[src/rtl/gate_controller.sv]
// Parking gate controller: debounced entry/exit sensors drive a
// request/response handshake with the parking-management stage.

module gate_debounce #(
  parameter int unsigned CYCLES = 4
) (
  input  logic clk,
  input  logic reset,
  input  logic raw,
  output logic rise
);

  logic       sync1;
  logic       sync2;
  logic       clean;
  logic       clean_d;
  logic [3:0] cnt;

  always_ff @(posedge clk or posedge reset) begin
    if (reset) begin
      sync1   <= 1'b0;
      sync2   <= 1'b0;
      clean   <= 1'b0;
      clean_d <= 1'b0;
      cnt     <= 4'd0;
    end else begin
      sync1   <= raw;
      sync2   <= sync1;
      clean_d <= clean;
      if (sync2 == clean) begin
        cnt <= 4'd0;
      end else if (cnt == 4'(CYCLES - 1)) begin
        clean <= sync2;
        cnt   <= 4'd0;
      end else begin
        cnt <= cnt + 4'd1;
      end
    end
  end

  assign rise = clean & ~clean_d;

endmodule

module gate_controller #(
  parameter int unsigned DEBOUNCE_CYCLES = 4,
  parameter int unsigned OPEN_CYCLES     = 8,
  parameter int unsigned DENY_CYCLES     = 4
) (
  input  logic       clk,
  input  logic       reset,
  input  logic       entry_sensor,
  input  logic       exit_sensor,
  input  logic [1:0] exit_slot_in,
  input  logic       is_open,
  input  logic       is_full,
  output logic       entry_signal,
  output logic       exit_signal,
  output logic [1:0] exit_slot,
  output logic       barrier_up,
  output logic       full_led,
  output logic       busy
);

  typedef enum logic [2:0] {
    IDLE,
    REQ_ENTRY,
    REQ_EXIT,
    WAIT_RESP,
    OPEN,
    DENY
  } state_t;

  state_t     state;
  logic       ev_entry;
  logic       ev_exit;
  logic       pend_entry;
  logic       pend_exit;
  logic       req_entry;
  logic [7:0] dwell;
  logic       take_exit;
  logic       take_entry;

  gate_debounce #(
    .CYCLES(DEBOUNCE_CYCLES)
  ) u_entry_db (
    .clk  (clk),
    .reset(reset),
    .raw  (entry_sensor),
    .rise (ev_entry)
  );

  gate_debounce #(
    .CYCLES(DEBOUNCE_CYCLES)
  ) u_exit_db (
    .clk  (clk),
    .reset(reset),
    .raw  (exit_sensor),
    .rise (ev_exit)
  );

  // exit has priority over entry when both are waiting
  assign take_exit  = (state == IDLE) &&
                      (ev_exit || pend_exit);
  assign take_entry = (state == IDLE) && !take_exit &&
                      (ev_entry || pend_entry);

  always_ff @(posedge clk or posedge reset) begin
    if (reset) begin
      pend_entry <= 1'b0;
      pend_exit  <= 1'b0;
    end else begin
      if (take_entry)
        pend_entry <= 1'b0;
      else if (ev_entry)
        pend_entry <= 1'b1;
      if (take_exit)
        pend_exit <= 1'b0;
      else if (ev_exit)
        pend_exit <= 1'b1;
    end
  end

  always_ff @(posedge clk or posedge reset) begin
    if (reset) begin
      state        <= IDLE;
      req_entry    <= 1'b0;
      dwell        <= 8'd0;
      entry_signal <= 1'b0;
      exit_signal  <= 1'b0;
      exit_slot    <= 2'b00;
      barrier_up   <= 1'b0;
      full_led     <= 1'b0;
      busy         <= 1'b0;
    end else begin
      entry_signal <= 1'b0;
      exit_signal  <= 1'b0;
      unique case (state)
        IDLE: begin
          if (take_exit) begin
            state       <= REQ_EXIT;
            req_entry   <= 1'b0;
            exit_slot   <= exit_slot_in;
            exit_signal <= 1'b1;
            busy        <= 1'b1;
          end else if (take_entry) begin
            state        <= REQ_ENTRY;
            req_entry    <= 1'b1;
            entry_signal <= 1'b1;
            busy         <= 1'b1;
          end
        end
        REQ_ENTRY, REQ_EXIT: begin
          state <= WAIT_RESP;
        end
        WAIT_RESP: begin
          if (is_open) begin
            state      <= OPEN;
            barrier_up <= 1'b1;
            dwell      <= 8'(OPEN_CYCLES);
          end else if (is_full && req_entry) begin
            state    <= DENY;
            full_led <= 1'b1;
            dwell    <= 8'(DENY_CYCLES);
          end else begin
            state     <= IDLE;
            busy      <= 1'b0;
            exit_slot <= 2'b00;
          end
        end
        OPEN, DENY: begin
          if (dwell <= 8'd1) begin
            state      <= IDLE;
            barrier_up <= 1'b0;
            full_led   <= 1'b0;
            busy       <= 1'b0;
            exit_slot  <= 2'b00;
          end else begin
            dwell <= dwell - 8'd1;
          end
        end
        default: begin
          state      <= IDLE;
          barrier_up <= 1'b0;
          full_led   <= 1'b0;
          busy       <= 1'b0;
          exit_slot  <= 2'b00;
        end
      endcase
    end
  end

endmodule

[config.mk]
export PLATFORM = sky130hd
export DESIGN_NAME = gate_controller
export DESIGN_NICKNAME = d
export VERILOG_FILES = /design/src/rtl/gate_controller.sv
export SDC_FILE = /design/constraint.sdc
export NUM_CORES = 1
export LEC_CHECK = 0
export CAP_MARGIN = 5
export CORE_ASPECT_RATIO = 1.75
export CORE_MARGIN = 2
export CORE_UTILIZATION = 35
export CTS_CLUSTER_DIAMETER = 150
export CTS_CLUSTER_SIZE = 12
export DETAILED_ROUTE_END_ITERATION = 7
export GPL_TIMING_DRIVEN = 0
export SYNTH_ARGS = -nofsm -noshare
export SYNTH_HDL_FRONTEND = slang
export SYNTH_HIERARCHICAL = 1
export SYNTH_SLANG_ARGS = --single-unit
[constraint.sdc]
create_clock -name clk -period 1.9 [get_ports clk]
set_clock_uncertainty 0.1 [all_clocks]
set_input_delay 0.285 -clock clk [delete_from_list [all_inputs] [get_ports clk]]
set_output_delay 0.285 -clock clk [all_outputs]
set_load 0.005 [all_outputs]
==> reports/summary.log, run 1 <==
INFO  critical_path  slack_of_the_worst_reg_to_reg_path=0.02ns
INFO  global_route   global_route_wire_length_before_repair=6000µm
INFO  critical_path  startpoint_of_the_worst_slack_reg_to_reg_timing_path=dwell[2]$_DFFE_PP0P_
INFO  sta            setup_tns_final=0ns
INFO  floorplanning  design.core.area=0.00471mm²
INFO  detailed_routing overall_via_count_from_detail_route=1256
INFO  global_route   first_global_vias=1354
INFO  floorplanning  initial_core_util=36.3%
INFO  global_route   grt_remaining_overflow=0
INFO  synthesis      post_synth_main_area_contributors=sky130_fd_sc_hd__dfrtp_1, sky130_fd_sc_hd__nor2_1, sky130_fd_sc_hd__ha_1, sky130_fd_sc_hd__a21oi_1, sky130_fd_sc_hd__nor3_1
INFO  placed_design  count_of_input_and_output_buffers=14
INFO  critical_path  timing.setup.critical_path_class=register to register
INFO  clocking       inserted_clock_buffers=5
INFO  synthesis      postSynth.asyncResetShare=100%
INFO  final_layout   fillers=462
INFO  clocking       path_clk_slew=0.07ns
INFO  global_route   grt_max_degree=22
INFO  critical_path  arrival_time_at_the_worst_endpoint=1.95ns
INFO  detailed_routing first_drt_iteration_drcs=40
INFO  sta            rsz0062_at_grt=true
INFO  final_layout   final_cell_mix=sky130_fd_sc_hd__dfrtp_1, sky130_fd_sc_hd__nor2_1, sky130_fd_sc_hd__clkdlybuf4s50_1
INFO  placed_design  placement.cell_area=0.00192mm²
INFO  synthesis      yosysWarnings=6
INFO  hold_path      min_path_type=input pin to asynchronous set/reset pin
INFO  final_layout   layout-area-overhead-vs-synth=24.7%
INFO  synthesis      synth_cell_types=39
INFO  sta            maxSlewHeadroom=47.1%
INFO  clocking       htree_levels=2
INFO  critical_path  worst_path_largest_cell_delay=0.45ns
INFO  sta            max_clock_freq=532MHz
INFO  detailed_routing route.layer.met1.wl=1320µm
INFO  synthesis      synth.avg_cell_area=11.0µm²
INFO  floorplanning  floorplan.die_area=0.00548mm²
INFO  critical_path  cp.required=1.97ns
INFO  placed_design  gpl.final_weighted_congestion=0.836
INFO  synthesis      count_of_flip_flops_with_a_built_in_enable_after_synthesis=0
INFO  synthesis      post-synth-top-area-fraction=54.1%
INFO  clocking       cts_max_path_buffers=2
INFO  final_layout   nNetsFinal=197
INFO  detailed_routing routed-wl-met2=1890µm
INFO  sta            report.final.hold_viol_count=0
INFO  sta            min_period_over_period=99.0%
INFO  final_layout   register_area=927µm²
INFO  pwr            p_leak=0.930nW
INFO  synthesis      synth-seq-area-share=54.1%
INFO  sta            min_period=1.88ns
INFO  pwr            p_per_area=1640mW/mm²
INFO  global_route   grt_antenna_before_repair=0
INFO  placed_design  place.detailed.instances=221
INFO  placed_design  dp_hpwl=2460µm
INFO  synthesis      synth_fp_nets=167
INFO  clocking       cts_root_buffer=sky130_fd_sc_hd__clkbuf_8
INFO  detailed_routing final_antenna_net_count=0
INFO  clocking       clkSinkCount=37
INFO  detailed_routing postRouteWirelength=3370µm
INFO  critical_path  cp_max_fo=6
INFO  final_layout   layout.cells.most_common=sky130_fd_sc_hd__dfrtp_1
INFO  clocking       cts_tree=done
INFO  floorplanning  ioPinCount=15
INFO  floorplanning  std_cell_rows=33
INFO  status         outcome=finished, final reports clean
INFO  detailed_routing met3_wirelength=90µm
INFO  final_layout   antennaDiodeCount=0
INFO  critical_path  startpoint_type=register
INFO  floorplanning  fp.dieH=96.5µm
INFO  synthesis      postSynthCellCount=155
INFO  floorplanning  die_width=56.8µm
INFO  final_layout   multi_input_comb_area=762µm²
INFO  job            max_cap_violations=0
INFO  synthesis      yosys_register_bits=37
INFO  critical_path  crit_path_top_delay_cell=sky130_fd_sc_hd__dfrtp_2
INFO  detailed_routing topRoutingLayerUsed=met4
INFO  clocking       clk-insertion-delay-late=0.29ns
INFO  synthesis      synthesis.area=0.00171mm²
INFO  synthesis      synth_flop_cell=sky130_fd_sc_hd__dfrtp_1
INFO  detailed_routing post_drt_wl_per_cell=14.1µm
INFO  pwr            max-vdd-ir-drop=875µV
INFO  clocking       cts.hold.buffers_added=0
INFO  critical_path  worstSetupEndpointType=register
INFO  final_layout   final_design_area_no_fill=0.00213mm²
INFO  synthesis      synth.largest_area_cell=sky130_fd_sc_hd__dfrtp_1
INFO  final_layout   drive_above_1_share=19.9%
INFO  global_route   globalRouteTotalUtil=14.1%
INFO  sta            timing.final.max_slew_violations=0
INFO  detailed_routing via_per_inst=5.28
INFO  critical_path  path_cells=nor4_4, a31oi_4, or2_0, buf_4, a221o_1
INFO  final_layout   instances_no_fill=238
INFO  critical_path  critPathLaunch=dwell[2]$_DFFE_PP0P_
INFO  sta            tightest_slew=0.792ns
INFO  detailed_routing dr.pass1.iters=4
INFO  sta            setup-violations-final=0
INFO  detailed_routing drc=0
worst paths after layout:
path                                              end  depth (start not counted)
min reg2reg                u_entry_db/sync2$_DFF_PP0_                          0
max reg2reg                      dwell[3]$_DFFE_PP0P_                          5
min in group clk           u_entry_db/sync2$_DFF_PP0_                          0
max in group asynchronous        dwell[2]$_DFFE_PP0P_                          2
max                              dwell[3]$_DFFE_PP0P_                          5
min                        u_entry_db/sync1$_DFF_PP0_                          2
worst max-delay path: cells and delay by family, from the launching register on:
kind	cells	cell delay, ns
AO/OA/AOI/OAI	2	0.46
buffers and inverters	1	0.16
flip-flops	1	0.45
AND/OR/NAND/NOR	2	0.59
through the flow:
stage                     setup slack [ns]  util [%]  total power, mW  hold slack (ns)
after global placement              -0.195      40.7             2.54            0.236
after detailed placement            -0.228      40.7             2.61            0.239
after floorplan                     0.0130         -             2.20         0.000658
final                               0.0189      45.3             3.49            0.200
after global routing               -0.0603      45.3             3.75            0.236
after CTS                           0.0229      44.2             3.41            0.209
layer usage:
layer | GRT usage [%] | vias up
met5 | 0 | -
met4 | 6.01 | 0
met3 | 3.33 | 8
met2 | 25.8 | 18
met1 | 15.5 | 625
li1 | - | 605
timing repair:
item,in CTS,in global routing
gates resized for setup,4,6
setup endpoints to repair,8,10
buffers inserted,5,4
pin swaps,2,3
area by class of cell:
cell class / count / area share, %
clock buffer: 7 / 4.05
buffer: 4 / 1.12
inverter: 8 / 1.41
timing repair buffer: 23 / 9.74
sequential: 37 / 43.5
tap: 52 / 3.05
clock inverter: 1 / 1.41
multi-input combinational: 106 / 35.7
flip-flops by register name, indices dropped and copies added (netlist names):
signal and count:
entry_signal 1, u_entry_db/clean_d 1, u_exit_db/sync1 1, u_entry_db/sync2 1, u_exit_db/cnt 4, pend_exit 1
u_entry_db/cnt 4, full_led 1, exit_slot 2, busy 1, barrier_up 1, dwell 8
u_exit_db/sync2 1, req_entry 1, pend_entry 1, exit_signal 1, state 3, u_entry_db/sync1 1
u_exit_db/clean 1, u_entry_db/clean 1, u_exit_db/clean_d 1
Yosys cell counts, types with 2 or more instances:
library cell	instances
sky130_fd_sc_hd__nor3_1	9
sky130_fd_sc_hd__nand2b_1	4
sky130_fd_sc_hd__inv_1	8
sky130_fd_sc_hd__a21boi_0	2
sky130_fd_sc_hd__o21ai_0	6
sky130_fd_sc_hd__nor3b_2	2
sky130_fd_sc_hd__dfrtp_1	37
sky130_fd_sc_hd__and2b_1	3
sky130_fd_sc_hd__mux2_2	2
sky130_fd_sc_hd__nor2b_1	3
sky130_fd_sc_hd__o22ai_1	4
sky130_fd_sc_hd__mux2i_1	4
sky130_fd_sc_hd__o2111ai_1	2
sky130_fd_sc_hd__clkbuf_2	2
sky130_fd_sc_hd__nor2_1	14
sky130_fd_sc_hd__and4_1	2
sky130_fd_sc_hd__nand3b_1	2
sky130_fd_sc_hd__nand2_1	10
sky130_fd_sc_hd__nand3_1	3
sky130_fd_sc_hd__a2111oi_2	2
sky130_fd_sc_hd__ha_1	4
sky130_fd_sc_hd__a21oi_1	9
sky130_fd_sc_hd__or2_2	2
sky130_fd_sc_hd__xor2_1	2
sky130_fd_sc_hd__o2bb2ai_1	2
sky130_fd_sc_hd__xnor2_1	2
kinds of logic (layout without fill, tap and decap cells):
logic type / after synthesis / count (layout) / synth area share (%)
multiplexers: 6 / 6 / 3.66
adder cells (fa/ha/maj): 4 / 4 / 2.93
XOR/XNOR: 4 / 4 / 2.05
AND/OR/NAND/NOR: 59 / 59 / 19.9
AO/OA/AOI/OAI: 33 / 33 / 14.3
buffers and inverters: 12 / 43 / 3.00
flip-flops: 37 / 37 / 54.1
report_power, final:
| group | internal (mW) | switching, mW | leakage (nW) |
|---|---|---|---|
| combinational | 0.742 | 0.729 | 0.403 |
| sequential | 1.08 | 0.242 | 0.469 |
| clock | 0.428 | 0.266 | 0.0585 |
| total | 2.25 | 1.24 | 0.930 |
Note: power is estimated with default switching activity, not from simulation.
==> run 2, diff against run 1 <==
- RECOVER_POWER: default -> 25
==> run 2 against run 1 <==
Non-clock buffer count unchanged. Power about the same. Critical path depth unchanged. Die area unchanged. Design area unchanged. Routed wire length unchanged. Global-route usage unchanged. Register-to-register slack about the same. Fmax unchanged. Critical path type unchanged. Largest cell class unchanged.
==> reports/summary.log, run 2 (synthesis results as in run 1) <==
INFO  status         outcome=finished, final reports clean
INFO  hold_path      holdCritStartpoint=u_entry_db/sync1$_DFF_PP0_
INFO  clocking       path_clk_slew=0.07ns [about the same]
INFO  sta            min_period_over_period=99.0% [unchanged]
INFO  final_layout   drive_above_1_share=19.9% [unchanged]
INFO  clocking       htree_levels=2 [unchanged]
INFO  clocking       inserted_clock_buffers=5 [unchanged]
INFO  clocking       clk-insertion-delay-late=0.29ns [about the same]
INFO  critical_path  path_cells=nor4_4, a31oi_4, or2_0, buf_4, a221o_1
INFO  sta            maxSlewHeadroom=47.1% [about the same]
INFO  critical_path  crit_path_top_delay_cell=sky130_fd_sc_hd__dfrtp_2
INFO  placed_design  gpl.final_weighted_congestion=0.836 [unchanged]
INFO  detailed_routing dr.pass1.iters=4 [unchanged]
INFO  critical_path  worstRegToRegCells=5 [unchanged]
INFO  global_route   globalRouteTotalUtil=14.1% [unchanged]
INFO  global_route   grt_antenna_before_repair=0 [unchanged]
INFO  placed_design  place.detailed.instances=221 [unchanged]
INFO  critical_path  worstSetupEndpointType=register
INFO  hold_path      hold-path-endpoint=u_entry_db/sync2$_DFF_PP0_
INFO  critical_path  cp.required=1.97ns [about the same]
INFO  detailed_routing final_antenna_net_count=0 [unchanged]
INFO  sta            tightest_slew=0.792ns [+0.000133 ns]
INFO  floorplanning  initial_core_util=36.3% [unchanged]
INFO  sta            timing.final.max_slew_violations=0 [unchanged]
INFO  sta            rsz0062_at_grt=true
INFO  sta            max_clock_freq=532MHz [unchanged]
INFO  critical_path  startpoint_of_the_worst_slack_reg_to_reg_timing_path=dwell[2]$_DFFE_PP0P_
INFO  critical_path  timing.setup.critical_path_class=register to register
INFO  floorplanning  fp.dieH=96.5µm [unchanged]
INFO  sta            report.final.hold_viol_count=0 [unchanged]
INFO  placed_design  dp_hpwl=2460µm [unchanged]
INFO  floorplanning  ioPinCount=15 [unchanged]
INFO  floorplanning  die_width=56.8µm [unchanged]
INFO  floorplanning  design.core.area=0.00471mm² [unchanged]
INFO  job            max_cap_violations=0 [unchanged]
INFO  critical_path  regToRegEndpoint=dwell[3]$_DFFE_PP0P_
INFO  final_layout   layout.cells.most_common=sky130_fd_sc_hd__dfrtp_1
INFO  clocking       cts_root_buffer=sky130_fd_sc_hd__clkbuf_8
INFO  final_layout   top_regs=dwell x8, u_entry_db/cnt x4, u_exit_db/cnt x4
INFO  global_route   first_global_vias=1354 [unchanged]
INFO  final_layout   layout-area-overhead-vs-synth=24.7% [unchanged]
INFO  sta            min_period=1.88ns [unchanged]
INFO  critical_path  critPathBufInv=1 [unchanged]
INFO  pwr            p_leak=0.931nW [about the same]
INFO  critical_path  arrival_time_at_the_worst_endpoint=1.95ns [about the same]
INFO  detailed_routing postRouteWirelength=3370µm [unchanged]
INFO  placed_design  count_of_input_and_output_buffers=14 [unchanged]
INFO  critical_path  worst_path_largest_cell_delay=0.45ns [about the same]
INFO  clocking       cts_max_path_buffers=2 [unchanged]
INFO  critical_path  critical_path.top_delay_family=simple AND/OR/NAND/NOR gates
INFO  sta            setup-violations-final=0 [unchanged]
INFO  final_layout   nNetsFinal=197 [unchanged]
INFO  pwr            p_per_area=1640mW/mm² [about the same]
INFO  final_layout   final_cell_mix=sky130_fd_sc_hd__dfrtp_1, sky130_fd_sc_hd__nor2_1, sky130_fd_sc_hd__buf_4, sky130_fd_sc_hd__clkdlybuf4s50_1, sky130_fd_sc_hd__nand2_1
INFO  clocking       clkSinkCount=37 [unchanged]
INFO  critical_path  startpoint_type=register
INFO  final_layout   top_register=dwell
INFO  clocking       cts_tree=done
INFO  detailed_routing drc=0 [unchanged]
INFO  final_layout   max_reg_flops=8 [unchanged]
INFO  detailed_routing post_drt_wl_per_cell=14.1µm [unchanged]
INFO  hold_path      min_path_type=register to register
INFO  final_layout   instances_no_fill=238 [unchanged]
INFO  critical_path  slack_of_the_worst_reg_to_reg_path=0.02ns [about the same]
INFO  floorplanning  floorplan.die_area=0.00548mm² [unchanged]
INFO  hold_path      worst_hold_path.num_cells=0
INFO  global_route   grt_max_degree=22 [unchanged]
INFO  detailed_routing overall_via_count_from_detail_route=1256 [unchanged]
INFO  detailed_routing first_drt_iteration_drcs=40 [unchanged]
INFO  critical_path  cp_max_fo=6 [unchanged]
INFO  final_layout   antennaDiodeCount=0 [unchanged]
INFO  sta            hold-worst-slack=0.250ns [+0.0505 ns]
INFO  detailed_routing via_per_inst=5.28 [unchanged]
INFO  global_route   global_route_wire_length_before_repair=6000µm [unchanged]
INFO  pwr            max-vdd-ir-drop=875µV [about the same]
INFO  final_layout   fillers=462 [unchanged]
INFO  global_route   grt_remaining_overflow=0 [unchanged]
INFO  floorplanning  std_cell_rows=33 [unchanged]
run 2: cell count changes in the layout (fill, tap and decap cells not counted):
cell and change:
sky130_fd_sc_hd__dlygate4sd3_1 +3, sky130_fd_sc_hd__clkdlybuf4s50_1 -3
run 2: worst max-delay path by stage:
stage | start | endpoint | slack [ns] | cells after the start
CTS | dwell[1]$_DFFE_PP0P_ | dwell[3]$_DFFE_PP0P_ | 0.02 | 7
global route | dwell[2]$_DFFE_PP0P_ | dwell[3]$_DFFE_PP0P_ | -0.06 | 5
finish | dwell[2]$_DFFE_PP0P_ | dwell[3]$_DFFE_PP0P_ | 0.02 | 5
floorplan | dwell[0]$_DFFE_PP0P_ | dwell[3]$_DFFE_PP0P_ | 0.01 | 7
detailed placement | dwell[0]$_DFFE_PP0P_ | dwell[3]$_DFFE_PP0P_ | -0.23 | 7
global placement | dwell[0]$_DFFE_PP0P_ | dwell[3]$_DFFE_PP0P_ | -0.20 | 7
run 2: power by group:
group | switching (mW) | total (mW) | internal (mW)
Combinational | 0.729 | 1.47 | 0.741
Sequential | 0.242 | 1.32 | 1.08
Clock | 0.266 | 0.693 | 0.428
run 2: per-stage QoR:
step	worst slack, ns	power, mW	utilization, %	setup TNS [ns]	area, µm²
after detailed placement	-0.228	2.61	40.7	-1.18	1920
after floorplan	0.0130	2.20	-	0	1710
after CTS	0.0229	3.41	44.2	0	2080
after global routing	-0.0603	3.75	45.3	-0.0603	2130
final	0.0189	3.49	45.3	0	2130
after global placement	-0.195	2.54	40.7	-1.00	1920
run 2: timing repair:
action / in CTS / in global routing
setup endpoints to repair: 8 / 10
gates resized for setup: 4 / 6
pin swaps: 2 / 3
setup buffers: 5 / 4
gates cloned: 0 / 0
hold buffers: 0 / 0
run 2: metal layers:
layer / GRT usage, % / routed length (µm)
met5: 0 / 0
met4: 6.01 / 65
met3: 3.33 / 90
met2: 25.8 / 1890
met1: 15.5 / 1320
run 2: layout make-up:
class,count,area [µm²],area share [%]
Inverter,8,30.0,1.41
Clock buffer,7,86.3,4.05
Sequential cell,37,927,43.5
Multi-Input combinational cell,106,762,35.7
Tap cell,52,65.1,3.05
Buffer,4,23.8,1.12
Clock inverter,1,30.0,1.41
Timing Repair Buffer,23,208,9.74
==> run 3, diff against run 2 <==
- MAX_ROUTING_LAYER: default -> met4
==> run 3 against run 2 <==
Combinational power hardly changed. Power up 0.18%. Worst setup slack better by 0.0016 ns. Design area unchanged. Clock power increased by 0.7%. Fmax about the same. Utilization is the same. Flip-flop and latch count is the same. Critical path depth is the same. Sequential share of layout area did not move. Die area is the same. Register-to-register slack is essentially flat. Largest cell class unchanged. Highest routed layer unchanged.
==> reports/summary.log, run 3 (synthesis results as in run 1) <==
INFO  status         outcome=finished, final reports clean
INFO  detailed_routing postRouteWirelength=3390µm [+0.59%]
INFO  clocking       cts_tree=done
INFO  floorplanning  die_width=56.8µm [unchanged]
INFO  critical_path  cp_max_fo=6 [unchanged]
INFO  floorplanning  initial_core_util=36.3% [unchanged]
INFO  final_layout   layout.cells.most_common=sky130_fd_sc_hd__dfrtp_1
INFO  sta            rsz0062_at_grt=true
INFO  clocking       clkSinkCount=37 [unchanged]
INFO  pwr            max-vdd-ir-drop=880µV [+0.58%]
INFO  sta            timing.final.max_slew_violations=0 [unchanged]
INFO  global_route   globalRouteTotalUtil=14.6% [+0.51 points]
INFO  sta            report.final.hold_viol_count=0 [unchanged]
INFO  sta            maxSlewHeadroom=46.7% [-0.46 points]
INFO  global_route   global_route_wire_length_before_repair=6010µm [about the same]
INFO  clocking       path_clk_slew=0.07ns [about the same]
INFO  placed_design  count_of_input_and_output_buffers=14 [unchanged]
INFO  critical_path  path_cells=nor4_4, a31oi_4, or2_0, buf_4, a221o_1
INFO  job            max_cap_violations=0 [unchanged]
INFO  critical_path  worst_path_largest_cell_delay=0.45ns [about the same]
INFO  global_route   grt_max_degree=22 [unchanged]
INFO  critical_path  worstSetupEndpointType=register
INFO  detailed_routing dr.pass1.iters=4 [unchanged]
INFO  critical_path  slack_of_the_worst_reg_to_reg_path=0.02ns [about the same]
INFO  placed_design  placement.cell_area=0.00192mm² [unchanged]
INFO  sta            min_period_over_period=98.9% [about the same]
INFO  placed_design  place.detailed.instances=221 [unchanged]
INFO  final_layout   fillers=462 [unchanged]
INFO  sta            setup-violations-final=0 [unchanged]
INFO  placed_design  gpl.final_weighted_congestion=0.849 [+1.5%]
INFO  critical_path  arrival_time_at_the_worst_endpoint=1.96ns [about the same]
INFO  hold_path      min_path_type=register to register
INFO  pwr            p_leak=0.931nW [unchanged]
INFO  final_layout   drive_above_1_share=19.9% [unchanged]
INFO  critical_path  critPathBufInv=1 [unchanged]
INFO  final_layout   top_register=dwell
INFO  pwr            p_per_area=1640mW/mm² [+0.18%]
INFO  floorplanning  design.core.area=0.00471mm² [unchanged]
INFO  critical_path  worstRegToRegCells=5 [unchanged]
INFO  final_layout   instances_no_fill=238 [unchanged]
INFO  clocking       htree_levels=2 [unchanged]
INFO  clocking       clk-insertion-delay-late=0.29ns [about the same]
INFO  global_route   grt_antenna_before_repair=0 [unchanged]
INFO  sta            hold-worst-slack=0.250ns [+0.0000110 ns]
INFO  critical_path  cp.required=1.98ns [about the same]
INFO  critical_path  startpoint_type=register
INFO  critical_path  crit_path_top_delay_cell=sky130_fd_sc_hd__dfrtp_2
INFO  detailed_routing post_drt_wl_per_cell=14.2µm [+0.59%]
INFO  final_layout   top_regs=dwell x8, u_entry_db/cnt x4, u_exit_db/cnt x4
INFO  detailed_routing via_per_inst=5.29 [+0.24%]
INFO  floorplanning  std_cell_rows=33 [unchanged]
INFO  sta            tightest_slew=0.799ns [+0.00688 ns]
INFO  sta            min_period=1.88ns [-0.00160 ns]
INFO  clocking       cts_max_path_buffers=2 [unchanged]
INFO  critical_path  critical_path.top_delay_family=simple AND/OR/NAND/NOR gates
INFO  critical_path  timing.setup.critical_path_class=register to register
INFO  final_layout   nNetsFinal=197 [unchanged]
INFO  global_route   first_global_vias=1358 [+0.30%]
INFO  final_layout   antennaDiodeCount=0 [unchanged]
INFO  final_layout   max_reg_flops=8 [unchanged]
INFO  detailed_routing final_antenna_net_count=0 [unchanged]
INFO  critical_path  cp.depth=5 [unchanged]
INFO  floorplanning  fp.dieH=96.5µm [unchanged]
INFO  final_layout   final_design_area_no_fill=0.00213mm² [unchanged]
INFO  hold_path      worst_hold_path.num_cells=0 [unchanged]
INFO  detailed_routing drc=0 [unchanged]
INFO  floorplanning  floorplan.die_area=0.00548mm² [unchanged]
INFO  floorplanning  ioPinCount=15 [unchanged]
INFO  detailed_routing overall_via_count_from_detail_route=1259 [+0.24%]
INFO  placed_design  dp_hpwl=2460µm [unchanged]
INFO  clocking       inserted_clock_buffers=5 [unchanged]
INFO  detailed_routing first_drt_iteration_drcs=57 [+43%]
INFO  clocking       cts_root_buffer=sky130_fd_sc_hd__clkbuf_8
INFO  clocking       cts.hold.buffers_added=0 [unchanged]
INFO  global_route   grt_remaining_overflow=0 [unchanged]
INFO  final_layout   layout-area-overhead-vs-synth=24.7% [unchanged]
INFO  final_layout   final_cell_mix=sky130_fd_sc_hd__dfrtp_1, sky130_fd_sc_hd__nor2_1, sky130_fd_sc_hd__buf_4, sky130_fd_sc_hd__clkdlybuf4s50_1, sky130_fd_sc_hd__nand2_1
INFO  sta            max_clock_freq=532MHz [about the same]
run 3: cell counts in the layout (fill, tap and decap cells not counted):
No cell type changed its count.
run 3: worst paths after layout:
path                                            startpoint                          to
worst max-delay path                  dwell[2]$_DFFE_PP0P_        dwell[3]$_DFFE_PP0P_
worst min-delay path            u_entry_db/sync1$_DFF_PP0_  u_entry_db/sync2$_DFF_PP0_
worst max register to register        dwell[2]$_DFFE_PP0P_        dwell[3]$_DFFE_PP0P_
worst min register to register  u_entry_db/sync1$_DFF_PP0_  u_entry_db/sync2$_DFF_PP0_
max in group asynchronous                            reset        dwell[2]$_DFFE_PP0P_
min in group asynchronous                            reset  u_entry_db/sync1$_DFF_PP0_
run 3: through the flow:
step / total power [mW] / utilization [%] / setup TNS (ns) / worst slack (ns)
after floorplan: 2.20 / - / 0 / 0.0130
after global placement: 2.54 / 40.7 / -1.00 / -0.195
after detailed placement: 2.61 / 40.7 / -1.18 / -0.228
after CTS: 3.41 / 44.2 / 0 / 0.0229
after global routing: 3.76 / 45.3 / -0.0650 / -0.0650
final: 3.49 / 45.3 / 0 / 0.0205
run 3: routing by layer:
metal	part of all wire, %	track usage [%]	vias to the layer above
met1	39	15.5	625
met2	56	25.8	22
met5	0	-	-
met3	3.6	4.53	5
met4	1.4	4.84	0
li1	-	-	607
run 3: area by class of cell:
cell class	instances	area, µm²	share of cell area (%)
inverters	8	30.0	1.41
clock buffers	7	86.3	4.05
repair buffers	23	208	9.74
flip-flops and latches	37	927	43.5
clock inverters	1	30.0	1.41
multi-input cells	106	762	35.7
well taps	52	65.1	3.05
plain buffers	4	23.8	1.12
run 3: what timing repair did:
item / in CTS / in global routing
setup buffers: 5 / 4
endpoints found under the setup margin: 8 / 10
endpoints found under the hold margin: 0 / 0
resized for setup: 4 / 6
pin swaps: 2 / 3
run 3: power by group:
part	internal (mW)	switching, mW
logic	0.741	0.730
registers	1.08	0.244
clock network	0.428	0.270
total	2.25	1.24
